`src/rtl/bp_fe_mem_sched.sv`:
```
// bp_fe_mem_sched
//   Command scheduler in front of the FE memory stage (I-TLB + I-cache).
//   Arbitrates I-TLB fence, I-TLB fill, I-cache fence and fetch onto one
//   command port, tracks up to two in-flight fetches (s1, s2), drives the
//   memory-stage poison, tags responses with their fetch vaddr and stalls
//   fetch after a miss until a redirect arrives.
//
// Ports
//   clk_i, reset_n_i                 clock, synchronous active-low reset
//   fetch_* / fill_* / *_fence_*     requester valid/payload in, yumi out
//   redirect_v_i                     frontend redirect, squashes in-flight fetches
//   mem_cmd_*                        selected command to the memory stage
//   mem_poison_o                     kills the fetch currently in s1
//   mem_resp_v_i, mem_resp_miss_i    memory-stage response for s2
//   fetch_resp_*                     tagged response
//   inflight_o, stalled_o            pipeline occupancy, STALL state
module bp_fe_mem_sched #(
   parameter int vaddr_width_p     = 39,
   parameter int vtag_width_p      = 27,
   parameter int tlb_entry_width_p = 40
) (
   input  logic                         clk_i,
   input  logic                         reset_n_i,
   input  logic [vaddr_width_p-1:0]     fetch_vaddr_i,
   input  logic                         fetch_v_i,
   output logic                         fetch_yumi_o,
   input  logic [vtag_width_p-1:0]      fill_vtag_i,
   input  logic [tlb_entry_width_p-1:0] fill_entry_i,
   input  logic                         fill_v_i,
   output logic                         fill_yumi_o,
   input  logic                         itlb_fence_v_i,
   output logic                         itlb_fence_yumi_o,
   input  logic                         icache_fence_v_i,
   output logic                         icache_fence_yumi_o,
   input  logic                         redirect_v_i,
   output logic [1:0]                   mem_cmd_op_o,
   output logic [vaddr_width_p-1:0]     mem_cmd_vaddr_o,
   output logic [vtag_width_p-1:0]      mem_cmd_vtag_o,
   output logic [tlb_entry_width_p-1:0] mem_cmd_entry_o,
   output logic                         mem_cmd_v_o,
   input  logic                         mem_cmd_yumi_i,
   output logic                         mem_poison_o,
   input  logic                         mem_resp_v_i,
   input  logic                         mem_resp_miss_i,
   output logic                         fetch_resp_v_o,
   output logic [vaddr_width_p-1:0]     fetch_resp_vaddr_o,
   output logic                         fetch_resp_miss_o,
   output logic [1:0]                   inflight_o,
   output logic                         stalled_o
);

   typedef enum logic [1:0] {ST_RUN, ST_DRAIN, ST_STALL} state_e;

   localparam logic [1:0] OP_FETCH = 2'd0;
   localparam logic [1:0] OP_ICF   = 2'd1;
   localparam logic [1:0] OP_FILL  = 2'd2;
   localparam logic [1:0] OP_ITF   = 2'd3;

   state_e                     r_state;
   logic                       r_s1_v, r_s2_v;
   logic [vaddr_width_p-1:0]   r_s1_vaddr, r_s2_vaddr;
   logic                       r_lock_v;
   logic [1:0]                 r_lock_op;

   logic       w_nf_pend, w_pipe_empty, w_resp_hit, w_miss_del, w_poison;
   logic       w_lock_live, w_nf_sel_v, w_fetch_sel_v, w_nf_left;
   logic [1:0] w_nf_op;

   assign w_nf_pend    = itlb_fence_v_i | fill_v_i | icache_fence_v_i;
   assign w_pipe_empty = ~r_s1_v & ~r_s2_v;
   assign w_resp_hit   = mem_resp_v_i & r_s2_v;
   // A miss only counts when the response is actually delivered (redirect wins).
   assign w_miss_del   = w_resp_hit & mem_resp_miss_i & ~redirect_v_i;
   assign w_poison     = r_s1_v & (redirect_v_i | (w_resp_hit & mem_resp_miss_i));

   // A non-fetch command presented without yumi stays selected even if a
   // higher-priority request shows up, so its payload cannot change mid-offer.
   always_comb begin
      w_lock_live = 1'b0;
      case (r_lock_op)
         OP_ITF:  w_lock_live = itlb_fence_v_i;
         OP_FILL: w_lock_live = fill_v_i;
         OP_ICF:  w_lock_live = icache_fence_v_i;
         default: w_lock_live = 1'b0;
      endcase
      w_lock_live = w_lock_live & r_lock_v;
   end

   always_comb begin
      w_nf_op = OP_ICF;
      if (w_lock_live)         w_nf_op = r_lock_op;
      else if (itlb_fence_v_i) w_nf_op = OP_ITF;
      else if (fill_v_i)       w_nf_op = OP_FILL;
   end

   // Non-fetch ops need an empty pipeline; fetch needs RUN and nothing else
   // pending. Fetch is also held off in the cycle a miss is delivered so that
   // nothing new slips into the pipe behind the miss.
   assign w_nf_sel_v    = w_nf_pend & w_pipe_empty;
   assign w_fetch_sel_v = fetch_v_i & (r_state == ST_RUN) & ~w_nf_pend & ~w_miss_del;

   assign mem_cmd_v_o     = w_nf_sel_v | w_fetch_sel_v;
   assign mem_cmd_op_o    = w_nf_sel_v ? w_nf_op : OP_FETCH;
   assign mem_cmd_vaddr_o = w_fetch_sel_v ? fetch_vaddr_i : '0;
   assign mem_cmd_vtag_o  = (w_nf_sel_v && w_nf_op == OP_FILL) ? fill_vtag_i  : '0;
   assign mem_cmd_entry_o = (w_nf_sel_v && w_nf_op == OP_FILL) ? fill_entry_i : '0;

   assign fetch_yumi_o        = w_fetch_sel_v & mem_cmd_yumi_i;
   assign itlb_fence_yumi_o   = w_nf_sel_v & (w_nf_op == OP_ITF)  & mem_cmd_yumi_i;
   assign fill_yumi_o         = w_nf_sel_v & (w_nf_op == OP_FILL) & mem_cmd_yumi_i;
   assign icache_fence_yumi_o = w_nf_sel_v & (w_nf_op == OP_ICF)  & mem_cmd_yumi_i;

   // Non-fetch requests still outstanding after this cycle's issue.
   assign w_nf_left = (itlb_fence_v_i   & ~itlb_fence_yumi_o)
                    | (fill_v_i         & ~fill_yumi_o)
                    | (icache_fence_v_i & ~icache_fence_yumi_o);

   assign mem_poison_o       = w_poison;
   assign fetch_resp_v_o     = w_resp_hit & ~redirect_v_i;
   assign fetch_resp_vaddr_o = fetch_resp_v_o ? r_s2_vaddr : '0;
   assign fetch_resp_miss_o  = fetch_resp_v_o & mem_resp_miss_i;

   assign inflight_o = {1'b0, r_s1_v} + {1'b0, r_s2_v};
   assign stalled_o  = (r_state == ST_STALL);

   always_ff @(posedge clk_i) begin
      if (!reset_n_i) begin
         r_state    <= ST_RUN;
         r_s1_v     <= 1'b0;
         r_s2_v     <= 1'b0;
         r_s1_vaddr <= '0;
         r_s2_vaddr <= '0;
         r_lock_v   <= 1'b0;
         r_lock_op  <= OP_FETCH;
      end else begin
         r_s1_v <= fetch_yumi_o;
         if (fetch_yumi_o) r_s1_vaddr <= fetch_vaddr_i;
         r_s2_v     <= r_s1_v & ~w_poison;
         r_s2_vaddr <= r_s1_vaddr;
         r_lock_v   <= w_nf_sel_v & ~mem_cmd_yumi_i;
         r_lock_op  <= w_nf_op;
         case (r_state)
            ST_RUN: begin
               if (w_miss_del)                      r_state <= ST_STALL;
               else if (w_nf_pend && !w_pipe_empty) r_state <= ST_DRAIN;
            end
            ST_DRAIN: begin
               if (w_miss_del)                      r_state <= ST_STALL;
               else if (w_pipe_empty && !w_nf_left) r_state <= ST_RUN;
            end
            ST_STALL: begin
               if (redirect_v_i) r_state <= ST_RUN;
            end
            default: r_state <= ST_RUN;
         endcase
      end
   end

endmodule

```
`config.mk`:
```
export PLATFORM = sky130hd
export DESIGN_NAME = bp_fe_mem_sched
export DESIGN_NICKNAME = d
export VERILOG_FILES = /design/src/rtl/bp_fe_mem_sched.sv
export SDC_FILE = /design/constraint.sdc
export NUM_CORES = 1
export LEC_CHECK = 0
export ABC_AREA = 1
export BUFFER_PORTS_ARGS = -buffer_cell sky130_fd_sc_hd__buf_2
export CORE_AREA = 2 2 105 107
export DETAILED_ROUTE_END_ITERATION = 10
export DIE_AREA = 0 0 107 109
export PLACE_DENSITY = 0.73
export SYNTH_ARGS = -nofsm -noshare
export SYNTH_HDL_FRONTEND = slang
export SYNTH_SLANG_ARGS = --single-unit
```
`constraint.sdc`:
```
create_clock -name clk_i -period 5 [get_ports clk_i]
set_clock_uncertainty 0.2 [all_clocks]
set_input_delay 1 -clock clk_i [delete_from_list [all_inputs] [get_ports clk_i]]
set_output_delay 1 -clock clk_i [all_outputs]
set_load 0.005 [all_outputs]
```
-- Yosys cells after proc, flatten, opt, wreduce, memory -nomap -nowiden
Cells that the tools add are included.
- memories kept: 0
- register bits: 85
- output and inout port bits: 158
- bits in latches: 0
- input bits: 116
- RAM bits: 0
- bits in read-only memories: 0
- reduce and logical (&&, ||, !) cells: 7
- shift-type cells: 0
- div/mod/pow operators: 0
- muxes and demuxes: 15
- multiply operators: 0
- bitwise operators: 40
- eq/ne operators: 11
- $add $sub $neg: 1
- order comparisons: 0
- operators with widths (operator ; number):
    $mux 39 ; 2
    $mux 40 ; 1
    $mux 27 ; 1
    $and 1x1->1 ; 24
    $mux 2 ; 9
    $eq 2x2->1 const B ; 5
    $not 1->1 ; 10
    $eq 2x1->1 const B ; 3
    $or 1x1->1 ; 6
    $pmux 2 s3 ; 1
    $logic_and 1x1->1 ; 3
    $ne 3x2->1 const B ; 1
    $ne 3x3->1 const B ; 1
    $pmux 1 s3 ; 1
    $reduce_and 3->1 ; 1
    $add 1x1->2 ; 1
    $logic_not 1->1 ; 2
    $logic_not 2->1 ; 1
    $ne 2x2->1 const B ; 1

-- Longest topological paths before layout
- depth after elaboration: 16
- gate-level depth with buffers: 12
- mapped depth without buffers: 12

-- Worst setup path after synthesis
No wires, ideal clock.
- path type: in2out
- start point: input fill_v_i
- end point: output mem_cmd_entry_o[19]
- stages on the path: 9
- path buffers: 2
- path slack: 1.930 ns
- required time: 3.800 ns
- arrival time: 1.870 ns
- path through: nand3_1 > nand3_2 > nand2_1 > nand2_1 > nand2_2 > nand2_2 > buf_4 > buf_6 > nor2_1
- cells in the longest elaborated chain, start to end: 6
- elaborated cells between the ends (all ways): 11
- those cells by class: eq/ne (1); mux (5); bitwise (4); reduce/logical (1)
- ends and longest elaborated chain (item ; line ; RTL):
    start: declaration ; 29 ; input logic fill_v_i,
    $pmux 1 s3 / $mux 2 (equally long branches) ; 80, 93 ;
    $and 1x1->1 / $mux 2 (equally long branches) ; 86, 92 ;
    $mux 2 ; 91 ; if (w_lock_live) w_nf_op = r_lock_op;
    $eq 2x2->1 ; 106 ; assign mem_cmd_entry_o = (w_nf_sel_v && w_nf_op == OP_FILL) ? fill_entry_i : '0;
    $logic_and 1x1->1 (*) ; 106 ;
    $mux 40 (*) ; 106 ;
    end: declaration ; 39 ; output logic [tlb_entry_width_p-1:0] mem_cmd_entry_o,
Mark *: on every way between the ends. The rest lies on a longest branch, timed or not.

-- Final worst setup path
- start point: input fill_v_i
- end point: output mem_cmd_entry_o[34]
The elaborated chain is that of the path after synthesis.

==> results.toml <==
[synth]
synth-compound-area-share_pct = 12.5
yosys_warnings = 0
synth_top_area_cell = "dfxtp_1"
muxShareOfSynthArea_pct = 0
synth.avg_cell_area_um2 = 6.96
synth_xor_area_share_pct = 0
ys_seq_elements = 85
synth_top_family_by_area = "simple AND/OR/NAND/NOR gates"
yosysTopAreaCellShare_pct = 41.4
synth_area_mm2 = 0.00411
syn_nets = 708
synthAdderAreaFrac_pct = 0.609
ys_seq_area_share_pct = 41.4
synth_cells = 590
synth.area.top_cells = "dfxtp_1, inv_1, nor2_1"
synth-simple-area-share_pct = 23.0
yosysUniqueCellTypes = 24

[placed_design]
detailed_place_hpwl_mm = 9.40
finalWeightedCongestion = 0.852
port_buffers = 273
dpl-instance-area_mm2 = 0.00552
dpl.cell_count = 980

[timing]
period_needed_ns = 3.88
setup_viol = 0
relSlewSlack_pct = 47.6
fin_crit_sh_pct = 77.7
finalHoldViolCount = 0
totalNegativeSetupSlack_ns = 0
timing.fmax_ghz = 0.257
report.final.slew_viol_count = 0
worst_pin_slew_ns = 0.786
rsz0062_at_grt = "false"

[cts]
cts_hold_buf = 0
cts_setup_buffers = 0
clock_latency_ns = 0.34
cts_max_level = 3
cts_tree = "done"
cts_resized = 0
cts_buffers = 9
clock_sinks = 85
path_clk_slew_ns = 0.09
clk_path_buf_depth = 2
cts-root-buf = "clkbuf_8"

[layout]
layout_commonest_cell = "buf_2"
drive_gt1_share_pct = 40.2
final_cell_mix = "buf_2, inv_1, nor2_1"
fill_cells = 1106
fin_cells = 996
seq_area_mm2 = 0.00170
antenna-diode-count = 0
multiInputGateArea_mm2 = 0.00149
final_area_mm2 = 0.00573
nets = 969
layout-area-overhead-vs-synth_pct = 39.5

[critical_path]
cp_data_required_time_ns = 3.80
crit_chain = "buf_2, or2_4, nor2_4, nor2_1, nand2_2, buf_4, nor2_1, buf_2"
path_max_fanout = 37
critPathSlowestCell = "nand2_2"
worstPathArrival_ns = 2.68
max_stage_delay_ns = 0.44
cp-start-kind = "input pin"
critical_path_class = "in -> out"
critPathCaptureType = "primary output"

[power_and_ir_drop]
ir_drop_mv = 0.172
powerDensity_mw_per_mm2 = 243
leakagePower_nw = 3.71

[routing]
wirelength_mm = 11.8
vias = 4184
drt_iter0_drc = 148
drc = 0
wl_per_cell_um = 11.8
ant_nets = 0
viasPerCell = 4.20
firstDrtPassIters = 7

[global_routing]
grt_pass1_vias = 3671
grt_pass1_wl_mm = 17.7
grt_usage_pct = 19.4
grt_max_degree = 42
antenna_found_initial = 0
overflow = 0

[floorplanning]
start_util_pct = 38.8
die_h_um = 109
core_mm2 = 0.0106
die_w_um = 107
rows = 38
dieArea_mm2 = 0.0117
ios = 274

[job]
max-cap-violations = 0

[hold_path]
hp-class = "reg -> reg"

[run_status]
status = "finished clean"
## sequential cells by signal, indices dropped and copies added (netlist names)
name,cells
r_s1_vaddr,39
r_s2_vaddr,39
r_lock_op,2
r_state,2
r_lock_v,1
r_s1_v,1
r_s2_v,1
## cell usage after synthesis
| master | count |
|---|---|
| o22ai_2 | 39 |
| nor2_1 | 157 |
| inv_2 | 1 |
| nand3_2 | 3 |
| nor2_2 | 1 |
| nand4_1 | 1 |
| nand3_1 | 10 |
| dfxtp_1 | 85 |
| buf_6 | 6 |
| nor3_1 | 1 |
| buf_1 | 1 |
| buf_4 | 5 |
| buf_2 | 5 |
| nand2_4 | 1 |
| ha_1 | 2 |
| inv_1 | 199 |
| nand2_2 | 2 |
| clkbuf_1 | 11 |
| nand2_1 | 51 |
| or2_4 | 1 |
| nor3_2 | 1 |
| o21ai_0 | 1 |
| nor2_4 | 2 |
| a21oi_1 | 4 |
## cell type report
cell class	instances	area share, %
well taps	140	3.06
flip-flops and latches	85	29.7
inverters	200	13.1
multi-input cells	277	25.9
clock buffers	11	2.29
clock inverters	5	1.46
repair buffers	278	24.5
## worst paths after layout
path	cells past startpoint	startpoint	end	slack (ns)
worst max register to register	8	r_s2_v	r_s1_vaddr[34]	2.42
worst max-delay path	8	fill_v_i	mem_cmd_entry_o[34]	1.12
worst min-delay path	2	r_s1_vaddr[28]	r_s2_vaddr[28]	0.24
worst min register to register	2	r_s1_vaddr[28]	r_s2_vaddr[28]	0.24
## routing by layer
layer  track usage [%]  up-vias  wire length [um]
met4              6.68        0               201
met5                 0        -                 0
met2              33.7      166              5750
met3              8.61       19              1290
li1                  -     2184                 -
met1              21.0     1815              4550
## kinds of logic (layout without fill, tap and decap cells)
group / after synthesis / in the layout
fa+ha+maj: 2 / 2
buf+inv: 228 / 494
flops: 85 / 85
simple gates: 231 / 231
compound gates: 44 / 44
## critical path: cells and delay by family
kind | cells | cell delay (ns)
AND/OR/NAND/NOR | 5 | 0.99
buffers and inverters | 3 | 0.69
## power breakdown
part,total (mW),leakage (nW),internal (mW),switching (mW)
Sequential,0.687,0.686,0.684,0.00327
Combinational,0.185,2.93,0.0821,0.102
Clock,0.522,0.100,0.284,0.238
Total,1.39,3.71,1.05,0.344
## through the flow
step | power, mW | utilization (%) | worst slack, ns | hold slack, ns
6_report | 1.39 | 54.1 | 1.12 | 0.240
5_1_grt | 1.46 | 54.1 | 0.942 | 0.266
4_1_cts | 1.42 | 54.1 | 1.12 | 0.245
3_5_place_dp | 0.889 | 52.0 | 1.13 | 0.233
3_3_place_gp | 0.888 | 52.0 | 1.19 | 0.226
2_1_floorplan | 0.794 | - | 1.93 | 0.220
No activity file was read; power rests on OpenSTA's default activity.
